[src/rtl/pipe_pkg.sv]
`default_nettype none
// +------------------------------------------------------------------+
// | pipe_pkg : shared MEM-stage types and alignment constants         |
// | Rev 1.0  : initial release                                        |
// +------------------------------------------------------------------+
package pipe_pkg;

  typedef enum logic [1:0] {
    IDLE = 2'd0,
    BUSY = 2'd1,
    RESP = 2'd2
  } mem_state_t;

  localparam int         WORD_BYTES = 4;
  localparam logic [1:0] ALIGN_MASK = 2'(WORD_BYTES - 1);

  function automatic logic is_aligned(input logic [1:0] lsb);
    return (lsb & ALIGN_MASK) == 2'b00;
  endfunction

endpackage
`default_nettype wire

[src/rtl/mem_access_ctrl_sat_counter.sv]
`default_nettype none
// +------------------------------------------------------------------+
// | sat_counter : up-counter with synchronous clear, holds at all-ones|
// | Rev 1.0     : initial release                                     |
// +------------------------------------------------------------------+
module sat_counter #(
  parameter int WIDTH = 32
) (
  input  logic             clk,
  input  logic             rst,
  input  logic             en,
  output logic [WIDTH-1:0] count
);

  logic [WIDTH-1:0] r_count;

  always_ff @(posedge clk) begin
    if (rst) begin
      r_count <= '0;
    end else if (en && (r_count != '1)) begin
      r_count <= r_count + WIDTH'(1);
    end
  end

  assign count = r_count;

endmodule
`default_nettype wire

[src/rtl/mem_access_ctrl.sv]
`default_nettype none
// +------------------------------------------------------------------+
// | mem_access_ctrl : MEM-stage load/store sequencer over req/ack port|
// | Rev 1.0         : initial release                                 |
// +------------------------------------------------------------------+
module mem_access_ctrl
  import pipe_pkg::*;
#(
  parameter int ADDR_W  = 32,
  parameter int DATA_W  = 32,
  parameter int TIMEOUT = 255
) (
  input  logic              clk,
  input  logic              rst,
  input  logic              valid_in,
  input  logic              mem_read,
  input  logic              mem_write,
  input  logic              flush,
  input  logic [ADDR_W-1:0] addr,
  input  logic [DATA_W-1:0] wdata,
  output logic              mem_req,
  output logic              mem_we,
  output logic [ADDR_W-1:0] mem_addr,
  output logic [DATA_W-1:0] mem_wdata,
  input  logic              mem_ack,
  input  logic [DATA_W-1:0] mem_rdata,
  output logic              stall,
  output logic [DATA_W-1:0] read_data,
  output logic              wb_valid,
  output logic              misalign_err,
  output logic              timeout_err,
  output logic [31:0]       stall_count
);

  localparam int         WAIT_W    = 16;
  localparam logic [WAIT_W-1:0] WAIT_LAST = WAIT_W'(TIMEOUT - 1);

  mem_state_t        r_state;
  mem_state_t        w_next;
  logic              r_kill;
  logic              r_mem_req;
  logic              r_mem_we;
  logic [ADDR_W-1:0] r_mem_addr;
  logic [DATA_W-1:0] r_mem_wdata;
  logic [DATA_W-1:0] r_read_data;
  logic              r_misalign;
  logic              r_timeout;
  logic              w_acc;
  logic              w_aligned;
  logic              w_busy;
  logic              w_timeout;
  logic              w_stall;
  logic              w_wb;
  logic [WAIT_W-1:0] w_wait;

  assign w_acc     = valid_in & (mem_read | mem_write) & ~flush;
  assign w_aligned = is_aligned(addr[1:0]);
  assign w_busy    = (r_state == BUSY);
  // w_wait counts completed BUSY cycles, so this is the TIMEOUT-th one
  assign w_timeout = w_busy && (w_wait == WAIT_LAST);

  always_ff @(posedge clk) begin
    if (rst) begin
      r_state <= IDLE;
    end else begin
      r_state <= w_next;
    end
  end

  always_comb begin
    w_next  = r_state;
    w_stall = 1'b0;
    w_wb    = 1'b0;
    case (r_state)
      IDLE: begin
        if (w_acc && w_aligned) begin
          w_stall = 1'b1;
          w_next  = BUSY;
        end else if (!w_acc) begin
          w_wb = valid_in & ~flush;
        end
      end
      BUSY: begin
        w_stall = 1'b1;
        if (mem_ack || w_timeout) begin
          w_next = RESP;
        end
      end
      RESP: begin
        w_wb   = ~r_kill & ~flush;
        w_next = IDLE;
      end
      default: w_next = IDLE;
    endcase
  end

  always_ff @(posedge clk) begin
    if (rst) begin
      r_kill      <= 1'b0;
      r_mem_req   <= 1'b0;
      r_mem_we    <= 1'b0;
      r_mem_addr  <= '0;
      r_mem_wdata <= '0;
      r_read_data <= '0;
      r_misalign  <= 1'b0;
      r_timeout   <= 1'b0;
    end else begin
      r_misalign <= (r_state == IDLE) && w_acc && !w_aligned;
      r_timeout  <= w_timeout && !mem_ack;
      case (r_state)
        IDLE: begin
          if (w_acc && w_aligned) begin
            r_mem_req   <= 1'b1;
            r_mem_we    <= mem_write;
            r_mem_addr  <= addr;
            r_mem_wdata <= wdata;
            r_kill      <= 1'b0;
          end
        end
        BUSY: begin
          // a flushed access still completes on the bus; only commit is blocked
          if (flush) begin
            r_kill <= 1'b1;
          end
          if (mem_ack) begin
            r_mem_req   <= 1'b0;
            r_read_data <= r_mem_we ? '0 : mem_rdata;
          end else if (w_timeout) begin
            r_mem_req   <= 1'b0;
            r_read_data <= '0;
            r_kill      <= 1'b1;
          end
        end
        default: ;
      endcase
    end
  end

  sat_counter #(.WIDTH(WAIT_W)) u_wait_cnt (
    .clk   (clk),
    .rst   (rst | ~w_busy),
    .en    (w_busy),
    .count (w_wait)
  );

  sat_counter #(.WIDTH(32)) u_stall_cnt (
    .clk   (clk),
    .rst   (rst),
    .en    (stall),
    .count (stall_count)
  );

  assign stall        = w_stall & ~rst;
  assign wb_valid     = w_wb & ~rst;
  assign mem_req      = r_mem_req;
  assign mem_we       = r_mem_we;
  assign mem_addr     = r_mem_addr;
  assign mem_wdata    = r_mem_wdata;
  assign read_data    = r_read_data;
  assign misalign_err = r_misalign;
  assign timeout_err  = r_timeout;

endmodule
`default_nettype wire

[config.mk]
export PLATFORM = sky130hd
export DESIGN_NAME = mem_access_ctrl
export DESIGN_NICKNAME = d
export VERILOG_FILES = /design/src/rtl/pipe_pkg.sv /design/src/rtl/mem_access_ctrl_sat_counter.sv /design/src/rtl/mem_access_ctrl.sv
export SDC_FILE = /design/constraint.sdc
export NUM_CORES = 1
export LEC_CHECK = 0
export ABC_CLOCK_PERIOD_IN_PS = 3600
export BUFFER_PORTS_ARGS = -buffer_cell sky130_fd_sc_hd__buf_2
export CAP_MARGIN = 20
export CORE_UTILIZATION = 54
export CTS_BUF_LIST = sky130_fd_sc_hd__clkbuf_8
export DETAILED_ROUTE_END_ITERATION = 7
export PLACE_DENSITY = 0.88
export SLEW_MARGIN = 20
export SYNTH_ARGS = -nofsm -noshare
export SYNTH_HDL_FRONTEND = slang
export SYNTH_SLANG_ARGS = --single-unit
[constraint.sdc]
create_clock -name clk -period 3.6 [get_ports clk]
set_input_delay 0 -clock clk [delete_from_list [all_inputs] [get_ports clk]]
set_output_delay 0 -clock clk [all_outputs]
set_load 0.01 [all_outputs]
==> results of run 1 <==
cell families (layout without fill, tap and decap cells):
family / after synthesis / count (layout) / share of synthesized area (%)
AND/OR/NAND/NOR: 284 / 284 / 22.7
AO/OA/AOI/OAI: 158 / 158 / 17.1
flip-flops: 151 / 151 / 51.2
buffers and inverters: 54 / 404 / 3.86
XOR/XNOR: 15 / 15 / 2.23
multiplexers: 12 / 12 / 2.25
adder cells (fa/ha/maj): 3 / 3 / 0.636
other: 0 / 1 / 0
metrics by stage:
stage	util, %	hold slack (ns)	instances	instance area (µm²)
final	83.4	0.0382	1164	8730
after global routing	83.4	0.0382	1164	8730
after CTS	83.3	0.00100	1163	8710
after detailed placement	68.1	0.215	1012	7120
after global placement	68.1	0.209	1012	7120
after floorplan	-	0.0529	677	5900
power by group through the flow:
stage / combinational, mW / sequential, mW / clock, mW
global placement: 0.148 / 1.73 / 0
global route: 0.281 / 1.70 / 1.29
CTS: 0.241 / 1.69 / 1.20
detailed placement: 0.150 / 1.73 / 0
finish: 0.267 / 1.70 / 1.22
floorplan: 0.0567 / 1.74 / 0
per-layer routing:
metal,routed length [µm],track usage [%],vias up
li1,-,-,3047
met3,2460,18.9,160
met5,20,0,-
met4,1530,30.7,4
met1,8060,40.1,3198
met2,10400,63.1,488
cell usage in the layout, fill, tap and decap left out, types with 3 or more instances in the layout:
master | synthesis | final
or2_2 | 3 | 3
or4_1 | 12 | 11
buf_4 | 2 | 6
or3_1 | 12 | 12
clkbuf_8 | 0 | 22
o21ai_0 | 17 | 17
nor4_1 | 13 | 12
ha_1 | 3 | 3
dfxtp_1 | 151 | 151
nor2_1 | 40 | 40
a22o_1 | 31 | 31
nand3_1 | 13 | 13
xor2_1 | 14 | 14
nor3_1 | 6 | 6
o211ai_1 | 5 | 5
nand4_1 | 11 | 11
clkinv_2 | 0 | 3
and3_1 | 3 | 3
nand2_1 | 146 | 146
a21oi_1 | 84 | 83
mux2_2 | 10 | 10
buf_2 | 8 | 235
dlygate4sd3_1 | 0 | 123
o31ai_1 | 8 | 8
nor2b_1 | 10 | 10
inv_1 | 12 | 14
final cells by class:
cell class              instances  area, µm²
flip-flops and latches        151       3020
multi-input cells             472       2680
repair buffers                364       2450
fillers                       569       1740
clock buffers                  22        303
well taps                     136        170
clock inverters                 6       52.6
inverters                      12       45.0
diodes                          1       2.50
worst register-to-register path: stages, from the launching register on:
cell and delay (ns):
dfxtp_1 0.37, or4_1 0.67, nor4_2 0.22, buf_4 0.59, nand2_1 0.24, a21oi_1 0.30
dlygate4sd3_1 0.61
worst max-delay path by stage:
stage                         start                    end  slack, ns  cells past startpoint
2_1_floorplan  u_stall_cnt.count[0]   u_stall_cnt.count[8]       1.41                      8
3_3_place_gp             r_state[1]  u_stall_cnt.count[23]       0.65                      5
3_5_place_dp             r_state[1]  u_stall_cnt.count[21]       0.62                      5
4_1_cts                  r_state[1]          mem_wdata[10]       0.49                      5
5_1_grt                  r_state[1]           mem_addr[30]       0.47                      6
6_report                 r_state[1]           mem_addr[30]       0.53                      6
flip-flops by register name (all words and copies together), names as in the netlist:
register,flops
r_kill,1
mem_we,1
mem_addr,32
r_state,2
mem_wdata,32
read_data,32
mem_req,1
u_stall_cnt.count,32
u_wait_cnt.count,16
timeout_err,1
misalign_err,1
repair_timing:
item / CTS / global route
gates resized for setup: 0 / 0
hold endpoints to repair: 100 / 0
hold buffers: 123 / 0
==> impl_metrics.py, run 1 <==
metrics = {
    "die": {
        "initial_core_util_pct": 56.4,
        "core_mm2": 0.0105,
        "rows": 37,
        "die-area_mm2": 0.0113,
        "die_h_um": 107,
        "die_w_um": 107,
        "ios": 237,
    },
    "worst_setup_path": {
        "regToRegSetupSlack_ns": 0.53,
        "cp_num_buf_inv": 2,
        "end_kind": "register",
        "startpoint_type": "register",
        "path_max_fanout": 66,
        "arrival_ns": 3.47,
        "crit_chain": "or4_1, nor4_2, buf_4, nand2_1, a21oi_1, dlygate4sd3_1",
        "reg2reg_to": "mem_addr[30]",
        "reg2reg_from": "r_state[1]",
        "critical-path-max-stage-delay_ns": 0.67,
        "ff2ff_path_depth": 6,
        "cp.required_ns": 4.01,
        "criticalPathCategory": "register to register",
        "critPathSlowestCell": "or4_1",
        "crit_family": "buffers and inverters",
    },
    "pwr": {
        "swShare_pct": 23.2,
        "leakage_nw": 3.80,
        "pwr-share-comb_pct": 8.4,
        "p_sw_uw": 736,
        "clkPwrFrac_pct": 38.3,
        "powerDensity_mw_per_mm2": 364,
        "p_seq_share_pct": 53.3,
        "intPower_mw": 2.44,
        "vdd_drop_max_uv": 317,
        "power_mw": 3.18,
    },
    "detailed_routing": {
        "first_iter_violations": 719,
        "wl_um": 22500,
        "post_drt_wl_per_cell_um": 19.3,
        "vias": 6897,
        "ant_nets": 0,
        "viasPerCell": 5.93,
        "drc": 0,
        "dr.pass1.iters": 7,
    },
    "sta": {
        "fmax_mhz": 326,
        "worst_slack_ns": 0.534,
        "final_max_slew_viol_count": 0,
        "finalClockSkew_ns": 0.00936,
        "fin_crit_ns": 3.07,
        "hold_violations": 0,
        "worst_pin_slew_ns": 0.781,
        "setup_tns_ns": 0,
        "fin_crit_sh_pct": 85.2,
        "rsz0062_at_grt": "no",
        "max-slew-margin-rel_pct": 47.5,
        "setup_viol": 0,
    },
    "placement": {
        "gp_congestion": 0.811,
        "hpwl_um": 10500,
        "portBuffers": 236,
        "pre_cts_ws_ns": 0.624,
    },
    "cts": {
        "path_clk_slew_ns": 0.08,
        "cts_setup_buffers": 0,
        "cts_tree": "built",
        "cts-root-buf": "clkbuf_8",
        "numCtsBuffers": 17,
        "clk_latency_ns": 0.46,
        "clk_path_buf_depth": 2,
        "cts.sinks": 151,
        "htree_levels": 4,
    },
    "global_route": {
        "grt_usage_pct": 39.7,
        "antenna_found_initial": 3,
        "grt_pass1_wl_um": 34200,
        "first_global_vias": 6700,
        "grt_max_degree": 69,
        "grt_overflow_total": 0,
    },
    "logic_synthesis": {
        "ys_types": 49,
        "synthArstFlopShare_pct": 0,
        "avgSynthCellArea_um2": 8.71,
        "syn_inst": 677,
        "ys_ff_latch": 151,
        "synth_top_area_share_pct": 51.2,
        "yosysMostFrequentCell": "dfxtp_1",
        "synth_edf_count": 0,
        "synthFlopType": "dfxtp_1",
        "synth_top_cell_by_area": "dfxtp_1",
        "yosys-top-cells-count": "151 x dfxtp_1, 146 x nand2_1, 84 x a21oi_1",
        "synth_area_mm2": 0.00590,
        "yosysSeqAreaShare_pct": 51.2,
        "syn_nets": 783,
        "synth_top_cells_by_area": "dfxtp_1 51%, nand2_1 9.3%, a21oi_1 7.1%",
        "ys_warn_count": 0,
    },
    "cells_and_area": {
        "layout-drive-gt1-share_pct": 28.3,
        "syn2layout_area_growth_pct": 47.9,
        "nets": 1124,
    },
    "outcome": {
        "status": "finished, final reports clean",
    },
    "worst_hold_path": {
        "hold_path_end": "mem_wdata[11]",
        "hp-class": "input pin to register",
        "hold_depth": 2,
        "hold_path_startpoint": "rst",
    },
    "job": {
        "maxCapViolCount": 0,
    },
}
(Power assumes the default switching activity.)
==> inputs of run 2 (changes only) <==
CORE_UTILIZATION = 52   (was 54)
CTS_BUF_LIST = default   (was sky130_fd_sc_hd__clkbuf_8)
PLACE_DENSITY = 0.85   (was 0.88)
==> run 2 against run 1 <==
  * Die area grew 3.8%
  * Global-route usage fell by 9.3 points
  * Routed wire length fell by 19%
  * Via count fell by 8.5%
  * Largest cell class unchanged
  * Cell area grew 0.30%
==> impl_metrics.py, run 2 (synthesized netlist as in run 1, its figures left out) <==
metrics = {
    "cts": {
        "clk_path_buf_depth": 2,
        "cts.sinks": 151,
        "cts_tree": "built",
        "clk_latency_ns": 0.41,
        "cts-root-buf": "clkbuf_16",
        "htree_levels": 4,
        "cts_setup_buffers": 0,
        "numCtsBuffers": 17,
        "path_clk_slew_ns": 0.07,
    },
    "sta": {
        "final_max_slew_viol_count": 0,
        "hold_violations": 0,
        "setup_viol": 0,
        "rsz0062_at_grt": "no",
        "worst_pin_slew_ns": 0.717,
        "holdWs_ns": 0.128,
        "max-slew-margin-rel_pct": 52.2,
        "finalClockSkew_ns": 0.0156,
        "setup_tns_ns": 0,
        "fmax_mhz": 381,
        "fin_crit_sh_pct": 72.8,
        "worst_slack_ns": 0.978,
        "fin_crit_ns": 2.62,
    },
    "detailed_routing": {
        "dr.pass1.iters": 5,
        "first_iter_violations": 439,
        "viasPerCell": 5.48,
        "post_drt_wl_per_cell_um": 15.8,
        "ant_nets": 0,
        "wl_um": 18200,
        "vias": 6314,
        "drc": 0,
    },
    "worst_setup_path": {
        "cp.required_ns": 3.90,
        "arrival_ns": 2.92,
        "regToRegSetupSlack_ns": 0.98,
        "criticalPathCategory": "register to register",
        "startpoint_type": "register",
        "end_kind": "register",
        "path_max_fanout": 16,
    },
    "pwr": {
        "intPower_mw": 2.87,
        "p_seq_share_pct": 45.7,
        "clkPwrFrac_pct": 47.6,
        "pwr-share-comb_pct": 6.7,
        "vdd_drop_max_uv": 300,
        "swShare_pct": 22.4,
        "leakage_nw": 3.73,
        "p_sw_uw": 832,
        "powerDensity_mw_per_mm2": 423,
    },
    "cells_and_area": {
        "num_antenna_cells": 0,
        "nets": 1105,
        "final_cell_mix": "235 x buf_2, 151 x dfxtp_1, 146 x nand2_1",
        "layout-drive-gt1-share_pct": 29.4,
        "final_core_util_pct": 80.0,
        "syn2layout_area_growth_pct": 48.4,
        "final_common_cell": "buf_2",
        "instances_no_fill": 1152,
    },
    "die": {
        "ios": 237,
        "rows": 38,
        "die_h_um": 109,
        "die_w_um": 109,
        "die-area_mm2": 0.0118,
        "initial_core_util_pct": 53.9,
        "core_mm2": 0.0109,
    },
    "global_route": {
        "first_global_vias": 5906,
        "grt_usage_pct": 30.4,
        "grt_pass1_wl_um": 28000,
        "grt_overflow_total": 0,
        "grt_max_degree": 66,
        "antenna_found_initial": 0,
        "globalRouteMet2Util_pct": 52.0,
        "grt_util_met1_pct": 34.2,
        "grt.busiest_layer": "met2",
        "use_met3_pct": 8.92,
    },
    "placement": {
        "portBuffers": 236,
        "gp_congestion": 0.854,
        "hpwl_um": 10300,
        "pre_cts_ws_ns": 1.03,
        "place_inst": 1019,
    },
    "outcome": {
        "status": "finished, final reports clean",
    },
    "job": {
        "maxCapViolCount": 0,
    },
    "worst_hold_path": {
        "hp-class": "input pin to register",
    },
}
-- run 2: worst max-delay path: stages (launching register included) --
cell,delay [ns]
dfxtp_1,0.42
ha_1,0.23
nand4_1,0.25
or4_1,0.63
o31ai_4,0.56
nor4_1,0.12
mux2_2,0.29
-- run 2: cell type report --
cell class / instances / area, µm²
flip-flops and latches: 151 / 3020
multi-input cells: 472 / 2670
repair buffers: 345 / 2250
fillers: 707 / 2180
clock buffers: 20 / 447
well taps: 140 / 175
clock inverters: 12 / 141
inverters: 12 / 45.0
-- run 2: power groups by stage --
stage               logic (mW)  registers, mW  clock network [mW]
global route             0.266           1.70                1.86
detailed placement       0.152           1.73                   0
finish                   0.248           1.69                1.76
CTS                      0.236           1.69                1.78
global placement         0.150           1.73                   0
floorplan               0.0567           1.74                   0
-- run 2: layer usage --
layer	vias up	part of all wire [%]
met1	2925	39
met2	306	49
met3	61	8.2
met4	0	3.4
li1	3022	-
met5	-	0
-- run 2: repair_timing --
item | 4_1_cts | 5_1_grt
gates resized for setup | 0 | 0
hold buffers | 101 | 0
endpoints found under the hold margin | 100 | 0
-- run 2: per-stage QoR --
stage / instance area [µm²] / power [mW]
detailed placement: 7150 / 1.88
floorplan: 5900 / 1.80
finish: 8750 / 3.71
global placement: 7150 / 1.88
CTS: 8750 / 3.71
global route: 8750 / 3.82
-- run 2: path summary, 6_finish.rpt --
path	from	depth (start not counted)	to
max	u_stall_cnt.count[0]	6	u_stall_cnt.count[10]
min	addr[0]	5	mem_wdata[27]
max reg2reg	u_stall_cnt.count[0]	6	u_stall_cnt.count[10]
min reg2reg	mem_wdata[4]	2	mem_wdata[4]
